### config.mk
export PLATFORM = sky130hd
export DESIGN_NAME = mb_scheduler_luma16x16_flat
export DESIGN_NICKNAME = d
export VERILOG_FILES = /design/src/rtl/mb_scheduler_luma16x16_if.sv /design/src/rtl/mb_scheduler_luma16x16.sv /design/src/flat_wrapper.sv
export SDC_FILE = /design/constraint.sdc
export NUM_CORES = 1
export LEC_CHECK = 0
export CAP_MARGIN = 20
export CORE_ASPECT_RATIO = 0.8
export CORE_MARGIN = 4
export CORE_UTILIZATION = 53
export DETAILED_ROUTE_END_ITERATION = 10
export GPL_ROUTABILITY_DRIVEN = 0
export GPL_TIMING_DRIVEN = 0
export PLACE_DENSITY = 0.87
export SKIP_LAST_GASP = 1
export SYNTH_ARGS = -nofsm -noshare
export SYNTH_HDL_FRONTEND = slang
export SYNTH_SLANG_ARGS = --single-unit
### constraint.sdc
create_clock -name clk -period 2.2 [get_ports clk]
set_input_delay 0.55 -clock clk [delete_from_list [all_inputs] [get_ports clk]]
set_output_delay 0.55 -clock clk [all_outputs]
set_load 0.02 [all_outputs]
### src/rtl/mb_scheduler_luma16x16_if.sv
// Control/handshake bundle between the macroblock scheduler, frame control,
// the luma extractor and the intra-prediction stage.
interface mb_scheduler_luma16x16_if;
  logic        start;
  logic        mb_ready;
  logic        extract_enable;
  logic [12:0] mbnumber;
  logic [7:0]  mb_row;
  logic [7:0]  mb_col;
  logic        top_avail;
  logic        left_avail;
  logic        mb_valid;
  logic        busy;
  logic        frame_done;

  modport master (
    input  start, mb_ready,
    output extract_enable, mbnumber, mb_row, mb_col,
           top_avail, left_avail, mb_valid, busy, frame_done
  );

  modport slave (
    output start, mb_ready,
    input  extract_enable, mbnumber, mb_row, mb_col,
           top_avail, left_avail, mb_valid, busy, frame_done
  );
endinterface

### src/rtl/mb_scheduler_luma16x16.sv
// Raster-order macroblock sequencer: enables the luma extractor for a fixed
// latency per macroblock, then holds the result under a valid/ready handshake.
module mb_scheduler_luma16x16 #(
  parameter int LENGTH          = 1280,
  parameter int WIDTH           = 720,
  parameter int MB_SIZE_L       = 16,
  parameter int MB_SIZE_W       = 16,
  parameter int EXTRACT_LATENCY = 2
) (
  input  logic                        clk,
  input  logic                        reset,
  mb_scheduler_luma16x16_if.master    bus
);
  localparam int MBS_PER_ROW = LENGTH / MB_SIZE_L;
  localparam int MB_ROWS     = WIDTH / MB_SIZE_W;
  localparam int TOTAL       = MBS_PER_ROW * MB_ROWS;

  localparam logic [12:0] LAST_MB  = 13'(TOTAL - 1);
  localparam logic [7:0]  LAST_COL = 8'(MBS_PER_ROW - 1);
  localparam logic [3:0]  LAT_LAST = 4'(EXTRACT_LATENCY - 1);

  typedef enum logic [1:0] {IDLE, ISSUE, HOLD, DONE} state_t;

  state_t      state_q;
  logic [3:0]  cnt_q;
  logic        en_q, valid_q, busy_q, done_q;
  logic [12:0] mbn_q, mbn_d;
  logic [7:0]  row_q, row_d;
  logic [7:0]  col_q, col_d;

  // Next raster position, computed incrementally so no multiplier is needed.
  always_comb begin
    mbn_d = mbn_q + 13'd1;
    row_d = row_q;
    col_d = col_q + 8'd1;
    if (col_q == LAST_COL) begin
      col_d = 8'd0;
      row_d = row_q + 8'd1;
    end
  end

  always_ff @(posedge clk) begin
    if (!reset) begin
      state_q <= IDLE;
      cnt_q   <= 4'd0;
      en_q    <= 1'b0;
      valid_q <= 1'b0;
      busy_q  <= 1'b0;
      done_q  <= 1'b0;
      mbn_q   <= 13'd0;
      row_q   <= 8'd0;
      col_q   <= 8'd0;
    end else begin
      case (state_q)
        IDLE: begin
          if (bus.start) begin
            state_q <= ISSUE;
            cnt_q   <= 4'd0;
            en_q    <= 1'b1;
            busy_q  <= 1'b1;
            mbn_q   <= 13'd0;
            row_q   <= 8'd0;
            col_q   <= 8'd0;
          end
        end
        ISSUE: begin
          if (cnt_q == LAT_LAST) begin
            state_q <= HOLD;
            en_q    <= 1'b0;
            valid_q <= 1'b1;
          end else begin
            cnt_q <= cnt_q + 4'd1;
          end
        end
        HOLD: begin
          if (bus.mb_ready) begin
            valid_q <= 1'b0;
            if (mbn_q == LAST_MB) begin
              state_q <= DONE;
              done_q  <= 1'b1;
            end else begin
              state_q <= ISSUE;
              cnt_q   <= 4'd0;
              en_q    <= 1'b1;
              mbn_q   <= mbn_d;
              row_q   <= row_d;
              col_q   <= col_d;
            end
          end
        end
        DONE: begin
          // start is deliberately not sampled here; a new frame needs IDLE.
          state_q <= IDLE;
          done_q  <= 1'b0;
          busy_q  <= 1'b0;
        end
        default: state_q <= IDLE;
      endcase
    end
  end

  assign bus.extract_enable = en_q;
  assign bus.mbnumber       = mbn_q;
  assign bus.mb_row         = row_q;
  assign bus.mb_col         = col_q;
  assign bus.top_avail      = (row_q != 8'd0);
  assign bus.left_avail     = (col_q != 8'd0);
  assign bus.mb_valid       = valid_q;
  assign bus.busy           = busy_q;
  assign bus.frame_done     = done_q;
endmodule

### src/flat_wrapper.sv
// flat-port wrapper written by rule: the top's interface ports become plain ports
module mb_scheduler_luma16x16_flat 
#(
  parameter int LENGTH          = 1280,
  parameter int WIDTH           = 720,
  parameter int MB_SIZE_L       = 16,
  parameter int MB_SIZE_W       = 16,
  parameter int EXTRACT_LATENCY = 2
)
  (clk, reset, bus_start, bus_mb_ready, bus_extract_enable, bus_mbnumber, bus_mb_row, bus_mb_col, bus_top_avail, bus_left_avail, bus_mb_valid, bus_busy, bus_frame_done);
  mb_scheduler_luma16x16_if bus_i ();
  input  logic clk;
  input  logic reset;
  input wire logic [$bits(bus_i.start)-1:0] bus_start;
  input wire logic [$bits(bus_i.mb_ready)-1:0] bus_mb_ready;
  output wire logic [$bits(bus_i.extract_enable)-1:0] bus_extract_enable;
  output wire logic [$bits(bus_i.mbnumber)-1:0] bus_mbnumber;
  output wire logic [$bits(bus_i.mb_row)-1:0] bus_mb_row;
  output wire logic [$bits(bus_i.mb_col)-1:0] bus_mb_col;
  output wire logic [$bits(bus_i.top_avail)-1:0] bus_top_avail;
  output wire logic [$bits(bus_i.left_avail)-1:0] bus_left_avail;
  output wire logic [$bits(bus_i.mb_valid)-1:0] bus_mb_valid;
  output wire logic [$bits(bus_i.busy)-1:0] bus_busy;
  output wire logic [$bits(bus_i.frame_done)-1:0] bus_frame_done;
  assign bus_i.start = bus_start;
  assign bus_i.mb_ready = bus_mb_ready;
  assign bus_extract_enable = bus_i.extract_enable;
  assign bus_mbnumber = bus_i.mbnumber;
  assign bus_mb_row = bus_i.mb_row;
  assign bus_mb_col = bus_i.mb_col;
  assign bus_top_avail = bus_i.top_avail;
  assign bus_left_avail = bus_i.left_avail;
  assign bus_mb_valid = bus_i.mb_valid;
  assign bus_busy = bus_i.busy;
  assign bus_frame_done = bus_i.frame_done;
  mb_scheduler_luma16x16 #(.LENGTH(LENGTH), .WIDTH(WIDTH), .MB_SIZE_L(MB_SIZE_L), .MB_SIZE_W(MB_SIZE_W), .EXTRACT_LATENCY(EXTRACT_LATENCY)) u_core (.clk(clk), .reset(reset), .bus(bus_i));
endmodule
Word level (Yosys, flattened, before mapping)
Index checks and enable logic that the tools add are counted.
{"block": "totals", "regBits": 39, "in_bits": 4, "wordCells": 77}
{"block": "op_classes", "add_sub_neg": 4, "eq_ne": 13, "mux": 35, "reduce_logical": 16}
{"op": "$mux 8", "n": 7}
{"op": "$mux 13", "n": 3}
{"op": "$pmux 8 s2", "n": 2}
{"op": "$pmux 13 s2", "n": 1}
{"op": "$add 8x1->8 const B", "n": 2}
{"op": "$mux 4", "n": 4}
{"op": "$reduce_bool 8->1", "n": 2}
{"op": "$reduce_and 5->1", "n": 3}
{"op": "$add 13x1->13 const B", "n": 1}
{"op": "$eq 13x12->1 const B", "n": 1}
{"op": "$pmux 4 s3", "n": 1}
{"op": "$reduce_and 3->1", "n": 3}
{"op": "$eq 8x7->1 const B", "n": 1}
{"op": "$mux 1", "n": 8}
{"op": "$mux 2", "n": 4}
{"op": "$ne 2x2->1 const B", "n": 4}
{"op": "$pmux 2 s4", "n": 1}
{"op": "$reduce_bool 2->1", "n": 4}
{"op": "$ne 2x1->1 const B", "n": 3}
{"op": "$pmux 1 s2", "n": 3}
{"op": "$add 4x1->4 const B", "n": 1}
{"op": "$eq 2x2->1 const B", "n": 2}
{"op": "$eq 4x1->1 const B", "n": 1}
{"op": "$reduce_and 4->1", "n": 1}
{"op": "other kinds (5)", "n": 5}

Depth between registers and ports, before layout
Gate-level depths: netlist of the first run.
{"block": "depth", "depth_word": 5, "depth_mapped": 7, "ltp_nobuf": 6}

Worst setup path after synthesis of the first run
OpenSTA, ideal clock, no wires.
{"block": "synth_path", "path_kind": "flip-flop to flip-flop", "startpoint": "register u_core.mbn_q[0], in the netlist u_core.bus.mbnumber[0]", "endpoint": "register u_core.row_q[2], in the netlist u_core.bus.mb_row[2]", "arrival_ps": 1815, "required_time_ps": 2070, "slack_ps": 254, "stages_incl_launch_ff": 7, "path_buffers": 1, "path_cell_list": "dfxtp_1 > ha_1 > nand4_1 > or3_1 > buf_6 > a41oi_1 > o31ai_1"}
{"block": "synth_via", "elab_chain_cells": 3}
{"item": "start, declared", "line": "mb_scheduler_luma16x16.sv:27", "source": "logic [12:0] mbn_q, mbn_d;"}
{"item": "start signal, assigned", "line": "mb_scheduler_luma16x16.sv:85", "source": "mbn_q <= mbn_d;"}
{"item": "$eq 13x12->1", "line": "mb_scheduler_luma16x16.sv:78", "source": "if (mbn_q == LAST_MB) begin"}
{"item": "$ne 2x2->1 (no source line)"}
{"item": "$reduce_and 5->1 (no source line)"}
{"item": "end signal, assigned", "line": "mb_scheduler_luma16x16.sv:86", "source": "row_q <= row_d;"}
{"item": "end, declared", "line": "mb_scheduler_luma16x16.sv:28", "source": "logic [7:0] row_q, row_d;"}
Every way passes these cells.
A chain may end at the register's enable or synchronous reset.

Worst setup path in the final report of the first run
{"block": "layout_path", "startpoint": "input port bus_start", "endpoint": "register u_core.mbn_q[5], in the netlist u_core.bus.mbnumber[5]"}
{"block": "layout_via", "elab_chain_cells": 2}
{"item": "start, declared", "line": "flat_wrapper.sv:14", "source": "input wire logic [$bits(bus_i.start)-1:0] bus_start;"}
{"item": "$ne 2x2->1 (no source line)"}
{"item": "$reduce_and 4->1 (no source line)"}
Every way passes these cells.

==> reports/results.ini, run 1 <==
[status]
status = complete, no violations

[global_routing]
grt_pass1_wl_um = 10400
grt_max_degree = 12
grt.total_usage_pct = 24.5
grt_pass1_vias = 2181
antenna_found_initial = 0
gr-total-overflow = 0

[worst_setup_path]
r2r.worst_path.cells = 7
r2r_start = u_core.bus.mbnumber[0]
cp_max_fo = 9
critical_path_class = in2reg
regToRegEndpoint = u_core.bus.mbnumber[0]
crit_arrival_ns = 2.33
slowest_stage = or4_2
r2r_slack_ns = 0.15
critical_path.top_delay_family = simple AND/OR/NAND/NOR gates
crit_chain = clkdlybuf4s50_1, mux2_2, nand3_2, or4_2, a21oi_1
slowest_delay_ns = 0.68
start_kind = input port
cp_num_buf_inv = 1
required_ns = 2.42
end_kind = flop

[die]
rows = 20
fp.dieH_um = 65.9
die_area_um2 = 5300
io_pins = 39
core_area_um2 = 3930
initial_core_util_pct = 56.6
die_x_um = 80.4

[job]
drv_cap = 0

[sta]
finalSetupViolations = 0
hold_viol = 0
slew-limit-headroom_pct = 63.7
clock.fmax_ghz = 0.475
tightest_slew_ns = 0.542
finClkSkew_ns = 0.00329
final.period_utilization_pct = 95.8
maxSlewViolCount = 0
fin_ws_ns = 0.0932
rsz0062_at_grt = true
setup_tns_ns = 0
min_period_ns = 2.11

[yosys]
synthArstFlopShare_pct = 0
postSynthCellCount = 265
ys_seq_area_share_pct = 35.1
synthFlopType = dfxtp_1
synth.distinct_cells = 55
yosys.area.top_type_share_pct = 35.1
yosysWarnings = 0
syn_nets = 276
synth-edff-count = 0
ys_seq_elements = 39
synth_top_area_cell = dfxtp_1
netlist_area_um2 = 2220
yosysMostFrequentCell = dfxtp_1
syn_avg_cell_area_um2 = 8.39
synth_area_leaders = dfxtp_1 (35%), nand2_1 (5.1%), a21oi_1 (5.0%), ha_1 (3.9%), o21ai_0 (3.8%)
yosys-top-cells-count = dfxtp_1 (39), nand2_1 (30), a21oi_1 (22)

[pwr]
p_int_uw = 1050
power.total_uw = 1400
powerDensity_nw_per_um2 = 499
p_comb_share_pct = 9.8
p_switching_uw = 345
vdd_drop_max_v = 0.000411
leakage_uw = 0.000906
sw_frac_of_total_pct = 24.7
clkPwrFrac_pct = 38.2
power_frac_seq_pct = 51.9

[clock_tree]
cts.sinks = 39
cts_max_level = 2
cts_root_buf = clkbuf_8
cts_tree = done
clock_latency_ns = 0.29
clk_path_buf_depth = 2
numCtsBuffers = 5
cts.reportedPaths.clkPinSlew_ns = 0.07

[route]
vias_per_cell = 6.33
drc = 0
drtIter0Drc = 213
detail_route.first_pass.iterations = 5
drt_wl_total_um = 6000
vias = 2323
detail_route.wl_per_cell_um = 16.3
ant_nets = 0

[placed_design]
dp_slack_ns = -0.401
io_buffer_count = 37
dpl_cell_area_um2 = 2660
hpwl_um = 4370

[final_layout]
synthToLayoutAreaGrowth_pct = 26.0
post-route-util_pct = 71.3
final_area_um2 = 2800
antennaDiodeCount = 0
nets = 322
drive_gt1_share_pct = 11.9

[min_path]
hp-class = reg2reg
hold_depth = 2
hold_path.startpoint = u_core.bus.mb_valid
hold_end = u_core.bus.mb_valid

layout by cell type (no fill, tap or decap), types with 8 or more instances in the layout:
cell,instances
dfxtp_1,39
clkdlybuf4s50_1,35
nand2_1,30
a21oi_1,22
o21ai_0,16
inv_1,10
o31ai_1,10
or4_1,10
nand3_1,10
nor2_1,9
or3_1,8
per-stage QoR:
step                std cells  hold WS (ns)
detailed placement        357         0.468
finish                    367         0.480
CTS                       365         0.480
global placement          357         0.464
global route              367         0.514
floorplan                 265         0.438
what timing repair did:
| item | 4_1_cts | 5_1_grt |
|---|---|---|
| buffers inserted | 0 | 2 |
| gates resized for setup | 4 | 8 |
| hold endpoints to repair | 0 | 0 |
| setup endpoints to repair | 12 | 26 |
| hold buffers | 0 | 0 |
| cloned | 0 | 0 |
| pin swaps | 0 | 1 |
metal layers:
| layer | vias to the layer above | global-route usage [%] | wire length, µm |
|---|---|---|---|
| met5 | - | 0 | 0 |
| met2 | 111 | 36.4 | 2590 |
| li1 | 1104 | - | - |
| met1 | 1095 | 34.7 | 2890 |
| met3 | 13 | 5.59 | 418 |
| met4 | 0 | 8.65 | 103 |
cells by family after synthesis:
logic type      count (synthesis)  synth area share [%]
fa+ha+maj                       7                  3.94
mux                             6                  2.76
flops                          39                  35.1
buf+inv                        24                  6.36
simple gates                  114                  30.1
xor+xnor                        1                 0.394
compound gates                 74                  21.3
worst reg2reg max path: cells and delay by family (launching register included):
family | cells | cell delay, ns
compound gates | 2 | 0.23
buf+inv | 2 | 0.33
simple gates | 2 | 0.76
flops | 1 | 0.41
fa+ha+maj | 1 | 0.25
power groups by stage:
stage / Sequential [µW] / Clock [µW] / Combinational (µW)
final: 725 / 534 / 138
after global routing: 727 / 580 / 151
after CTS: 725 / 536 / 134
after detailed placement: 741 / 0 / 131
after global placement: 741 / 0 / 129
after floorplan: 746 / 0 / 83.5
how the worst max path moves through the flow:
stage,startpoint,end,slack (ns),cells after the start
final,bus_start,u_core.bus.mbnumber[5],0.09,5
after CTS,bus_start,u_core.bus.mbnumber[0],0.006,7
after global routing,bus_start,u_core.bus.mbnumber[0],-0.005,7
after global placement,bus_start,u_core.bus.mb_col[1],-0.39,7
after detailed placement,bus_start,u_core.bus.mbnumber[0],-0.40,7
after floorplan,u_core.bus.mbnumber[0],u_core.bus.mb_row[2],0.25,6
sequential cells by signal, summed over array words and instances, names as in the netlist:
register and count:
u_core.bus.mb_valid 1, u_core.bus.extract_enable 1, u_core.bus.mb_col 8, u_core.bus.busy 1, u_core.state_q 2, u_core.cnt_q 4, u_core.bus.mb_row 8, u_core.bus.mbnumber 13
u_core.bus.frame_done 1
area by class of cell:
class                           count  area (µm²)
Tap cell                           55        68.8
Fill cell                         320        1130
Multi-Input combinational cell    202        1320
Inverter                           10        37.5
Clock buffer                        8         100
Buffer                             14         106
Timing Repair Buffer               39         383
Sequential cell                    39         781
(Power assumes the default switching activity.)
==> inputs of run 2 (changes only) <==
- CORE_MARGIN: 4 -> default
- REMOVE_ABC_BUFFERS: default -> 1
==> run 2 against run 1 <==
- sequential power is 0.8% higher
- final cell count is 2.7% lower
- power is 0.33% higher
- count of clock-buffer cells in the layout stayed put
- largest cell class unchanged
- via count is 4.1% lower
- routed wire length is 7.5% lower
==> reports/results.ini, run 2 (synthesis gave the netlist of run 1 again) <==
[clock_tree]
clk_path_buf_depth = 2  ; unchanged
postCtsHoldBufs = 0  ; unchanged
cts_tree = done
cts_max_level = 2  ; unchanged
cts.sinks = 39  ; unchanged
clock_latency_ns = 0.31  ; +0.02 ns
numCtsBuffers = 5  ; unchanged
cts_root_buf = clkbuf_8
cts.reportedPaths.clkPinSlew_ns = 0.08  ; about the same

[worst_setup_path]
cp_max_fo = 9  ; unchanged
slowest_delay_ns = 0.68  ; about the same
required_ns = 2.44  ; +0.02 ns
end_kind = flop
start_kind = input port
cp_num_cells = 5  ; unchanged
critical_path.top_delay_family = simple AND/OR/NAND/NOR gates
slowest_stage = or4_2
crit_arrival_ns = 2.39  ; +0.06 ns
crit_chain = clkdlybuf4s50_1, mux2_2, nand3_2, or4_2, a21oi_1
r2r.worst_path.cells = 5  ; -2
critical_path_class = in2reg
cp_num_buf_inv = 1  ; unchanged

[sta]
clock.fmax_ghz = 0.465  ; -2.0%
maxSlewViolCount = 0  ; unchanged
tightest_slew_ns = 0.584  ; +0.0424 ns
slew-limit-headroom_pct = 60.7  ; -3.1 points
hold_viol = 0  ; unchanged
setup_tns_ns = 0  ; unchanged
rsz0062_at_grt = true
min_period_ns = 2.15  ; +0.0424 ns
finClkSkew_ns = 0.00724  ; +0.00395 ns
finalSetupViolations = 0  ; unchanged
final.period_utilization_pct = 97.7  ; +1.9 points

[route]
route.met2.wl_um = 2490  ; -3.8%
detail_route.wl_per_cell_um = 15.5  ; -4.9%
vias_per_cell = 6.24  ; -1.4%
drc = 0  ; unchanged
drtIter0Drc = 211  ; -0.94%
wl_met3_um = 305  ; -27%
wl_met1_um = 2650  ; -8.2%
drt_wl_total_um = 5550  ; -7.5%
vias = 2228  ; -4.1%
detail_route.first_pass.iterations = 6  ; +1
highest_layer = met4
ant_nets = 0  ; unchanged

[global_routing]
grt_pass1_vias = 1940  ; -11%
antenna_found_initial = 0  ; unchanged
grt.total_usage_pct = 26.3  ; +1.7 points
gr-total-overflow = 0  ; unchanged
grt_max_degree = 23  ; +11
grt_pass1_wl_um = 8950  ; -14%

[final_layout]
synthToLayoutAreaGrowth_pct = 23.1
final_area_um2 = 2740  ; -2.3%
largest_reg_flops = 13  ; unchanged
ff_latch_area_um2 = 781  ; unchanged
layout_common_cells = dfxtp_1 (39), clkdlybuf4s50_1 (35), nand2_1 (29), a21oi_1 (22), o21ai_0 (17)
drive_gt1_share_pct = 9.93  ; -1.9 points
multi_input_area_um2 = 1330  ; +0.19%
mostFrequentLayoutCell = dfxtp_1
post-route-util_pct = 70.1  ; -1.2 points
fillers = 326  ; +1.9%
antennaDiodeCount = 0  ; unchanged
nets = 312  ; -3.1%

[die]
io_pins = 39  ; unchanged
initial_core_util_pct = 56.9  ; +0.36 points
die_area_um2 = 4460  ; -16%
fp.dieH_um = 59.9  ; -9.1%
rows = 20  ; unchanged
die_x_um = 74.4  ; -7.5%
core_area_um2 = 3900  ; -0.64%

[min_path]
hp-class = reg2reg
hold_depth = 2  ; unchanged

[job]
drv_cap = 0  ; unchanged

[placed_design]
io_buffer_count = 38  ; +2.7%
dpl_cell_area_um2 = 2580  ; -3.0%
hpwl_um = 3610  ; -17%

[pwr]
leakage_uw = 0.000857  ; -5.5%
vdd_drop_max_v = 0.000419  ; +1.7%
powerDensity_nw_per_um2 = 512  ; +2.7%

[status]
status = complete, no violations

run 2: tightest hold or removal path, delay by kind of cell, from the launching register on:
| kind | cells | cell delay, ns |
|---|---|---|
| DFF | 1 | 0.32 |
| and+or+nand+nor | 1 | 0.05 |
| AOI/OAI and AO/OA | 1 | 0.05 |
run 2: through the flow:
stage | power [µW] | instances | hold slack (ns) | setup slack, ns
after floorplan | 815 | 251 | 0.442 | -0.0797
after global placement | 859 | 344 | 0.462 | -0.607
after detailed placement | 861 | 345 | 0.468 | -0.596
after CTS | 1400 | 354 | 0.478 | 0.00181
after global routing | 1450 | 357 | 0.504 | -0.0453
final | 1400 | 357 | 0.472 | 0.0508
run 2: final timing paths:
check,from,end,slack [ns]
setup reg to reg,u_core.state_q[0],u_core.bus.mb_col[6],0.17
hold / removal,u_core.bus.mb_valid,u_core.bus.mb_valid,0.47
setup / recovery,bus_start,u_core.bus.mbnumber[5],0.05
hold reg to reg,u_core.bus.mb_valid,u_core.bus.mb_valid,0.47
run 2: cell type report:
type | count | area share (%)
clock buffer | 8 | 3.66
multi-input combinational | 202 | 48.5
tap | 55 | 2.51
timing repair buffer | 42 | 15.1
inverter | 10 | 1.51
sequential | 39 | 28.5
timing repair inverter | 1 | 0.183
run 2: repair_timing:
action,in CTS,in global routing
gates cloned,0,1
buffers inserted,1,2
pin swaps,1,1
endpoints found under the setup margin,20,12
gates resized for setup,4,6
run 2: report_power, final:
| group | switching, µW | internal, µW |
|---|---|---|
| clock network | 261 | 286 |
| registers | 15.5 | 716 |
| logic | 81.5 | 41.4 |
| total | 358 | 1040 |
run 2: per-layer routing:
layer / up-vias / track usage (%)
met4: 0 / 9.16
li1: 1090 / -
met2: 69 / 40.2
met1: 1059 / 36.2
met3: 10 / 6.07
met5: - / 0
==> inputs of run 3 (changes only) <==
- CORE_ASPECT_RATIO: 0.8 -> default
==> run 3 against run 2 <==
- largest power group unchanged
- maximum frequency grew 3.4%
- largest cell class unchanged
- clock power down 1%
- via count down 1.2%
- power is 0.89% lower
- non-clock buffer count grew 2
==> reports/results.ini, run 3 (synthesis gave the netlist of run 1 again) <==
[worst_setup_path]
r2r_slack_ns = 0.14  ; -0.03 ns
regToRegEndpoint = u_core.bus.mb_col[6]
cp_max_fo = 4  ; -5
start_kind = flop
crit_chain = inv_1, ha_1, nor4b_1, nand2_1, dlygate4sd2_1
slowest_stage = dfxtp_1
end_kind = output port
required_ns = 1.65  ; -0.79 ns
critical_path_class = reg2out
r2r_start = u_core.bus.mbnumber[0]
r2r.worst_path.cells = 6  ; +1
slowest_delay_ns = 0.35  ; -0.33 ns
crit_arrival_ns = 1.53  ; -0.86 ns

[route]
detail_route.wl_per_cell_um = 15.6  ; +0.55%
drtIter0Drc = 246  ; +17%
drt_wl_total_um = 5520  ; -0.58%
drc = 0  ; unchanged
ant_nets = 0  ; unchanged
vias_per_cell = 6.24  ; about the same
detail_route.first_pass.iterations = 4  ; -2
vias = 2201  ; -1.2%

[global_routing]
gr-total-overflow = 0  ; unchanged
grt_pass1_wl_um = 8880  ; -0.77%
grt.total_usage_pct = 26.0  ; -0.26 points
grt_max_degree = 23  ; unchanged
grt_pass1_vias = 1920  ; -1.0%
antenna_found_initial = 0  ; unchanged

[placed_design]
hpwl_um = 3630  ; +0.59%
io_buffer_count = 38  ; unchanged
dpl_cell_area_um2 = 2580  ; -0.24%

[die]
die_x_um = 66.8  ; -10%
fp.dieH_um = 66.8  ; +11%
die_area_um2 = 4460  ; about the same
rows = 23  ; +15%
core_area_um2 = 4000  ; +2.5%
io_pins = 39  ; unchanged
initial_core_util_pct = 55.6  ; -1.4 points

[pwr]
vdd_drop_max_v = 0.000448  ; +7.0%
power.total_uw = 1390  ; -0.89%
powerDensity_nw_per_um2 = 507  ; -0.98%
leakage_uw = 0.000880  ; +2.7%

[sta]
final.period_utilization_pct = 94.5  ; -3.2 points
timing.hold.ws_ns = 0.474  ; +0.00152 ns
maxSlewViolCount = 0  ; unchanged
finalSetupViolations = 0  ; unchanged
hold_viol = 0  ; unchanged
tightest_slew_ns = 0.674  ; +0.0896 ns
finClkSkew_ns = 0.00534  ; -0.00190 ns
min_period_ns = 2.08  ; -0.0712 ns
clock.fmax_ghz = 0.481  ; +3.4%
slew-limit-headroom_pct = 55.0  ; -5.6 points

[min_path]
hold_path.startpoint = u_core.bus.mb_valid
hold_end = u_core.bus.mb_valid
hp-class = reg2reg
hold_depth = 2  ; unchanged

[clock_tree]
cts.sinks = 39  ; unchanged
cts_root_buf = clkbuf_8
clock_latency_ns = 0.29  ; -0.02 ns
clk_path_buf_depth = 2  ; unchanged
cts_max_level = 2  ; unchanged
cts.reportedPaths.clkPinSlew_ns = 0.08  ; about the same
numCtsBuffers = 5  ; unchanged
cts_tree = done

[final_layout]
multi_input_area_um2 = 1330  ; unchanged
nets = 313  ; +0.32%
final_area_um2 = 2740  ; about the same
mostFrequentLayoutCell = dfxtp_1
ff_latch_area_um2 = 781  ; unchanged
largest_reg_flops = 13  ; unchanged
drive_gt1_share_pct = 9.57  ; -0.36 points
layout_common_cells = dfxtp_1 (39), clkdlybuf4s50_1 (34), nand2_1 (29), a21oi_1 (22), o21ai_0 (16)
antennaDiodeCount = 0  ; unchanged
fillers = 346  ; +6.1%
synthToLayoutAreaGrowth_pct = 23.3  ; about the same

[job]
drv_cap = 0  ; unchanged

[status]
status = complete, no violations

-- run 3: cell types whose count changed in the layout (fill, tap and decap cells not counted), sizes merged --
cell	change
buf	+2
clkdlybuf4s50	-1
clkinvlp	-2
dlymetal6s2s	+1
inv	+1
-- run 3: layout make-up --
type / instances / share of cell area, %
Timing Repair Buffer: 44 / 15.8
Sequential cell: 39 / 28.5
Tap cell: 50 / 2.28
Clock buffer: 8 / 3.65
Multi-Input combinational cell: 202 / 48.4
Inverter: 10 / 1.37
-- run 3: timing repair --
action	CTS	global route
hold buffers	0	0
gates resized for setup	5	6
endpoints found under the hold margin	0	0
pin swaps	1	2
endpoints found under the setup margin	18	28
buffers inserted	0	5
-- run 3: how the worst max path moves through the flow --
stage | startpoint | endpoint | slack [ns] | depth (start not counted)
finish | u_core.bus.mb_row[0] | bus_top_avail | 0.12 | 5
global route | u_core.bus.mbnumber[1] | u_core.cnt_q[3] | -0.04 | 6
CTS | u_core.state_q[1] | u_core.bus.mbnumber[8] | -0.04 | 5
detailed placement | bus_mb_ready | u_core.bus.mbnumber[8] | -0.57 | 5
global placement | bus_mb_ready | u_core.bus.mbnumber[8] | -0.57 | 5
floorplan | u_core.bus.mbnumber[0] | u_core.bus.mbnumber[8] | -0.08 | 5
-- run 3: stage by stage --
stage          instances  setup WS, ns  util, %  TNS (ns)
6_report             353         0.122     68.5         0
5_1_grt              353       -0.0371     68.5   -0.0723
4_1_cts              348       -0.0388     67.0   -0.0388
3_5_place_dp         340        -0.572     64.4     -9.65
3_3_place_gp         339        -0.572     64.0     -9.42
2_1_floorplan        251       -0.0797        -    -0.345
-- run 3: critical path, delay by kind of cell (launching register included) --
family,cells,cell delay (ns)
buffers and inverters,2,0.42
DFF,1,0.35
adders and majority gates,1,0.16
and+or+nand+nor,2,0.30
-- run 3: report_power, final --
| part | leakage, µW | internal (µW) | total (µW) | switching, µW |
|---|---|---|---|---|
| sequential | 0.000315 | 716 | 731 | 15.7 |
| combinational | 0.000513 | 41.3 | 118 | 77.1 |
| clock | 0.0000515 | 286 | 539 | 253 |
| total | 0.000880 | 1040 | 1390 | 345 |
-- run 3: metal layers --
metal | wire length [µm] | up-vias | global-route usage [%]
met1 | 2610 | 1044 | 34.6
li1 | - | 1084 | -
met2 | 2590 | 68 | 41.4
met3 | 263 | 5 | 4.28
met5 | 0 | - | 0
met4 | 45 | 0 | 10.4
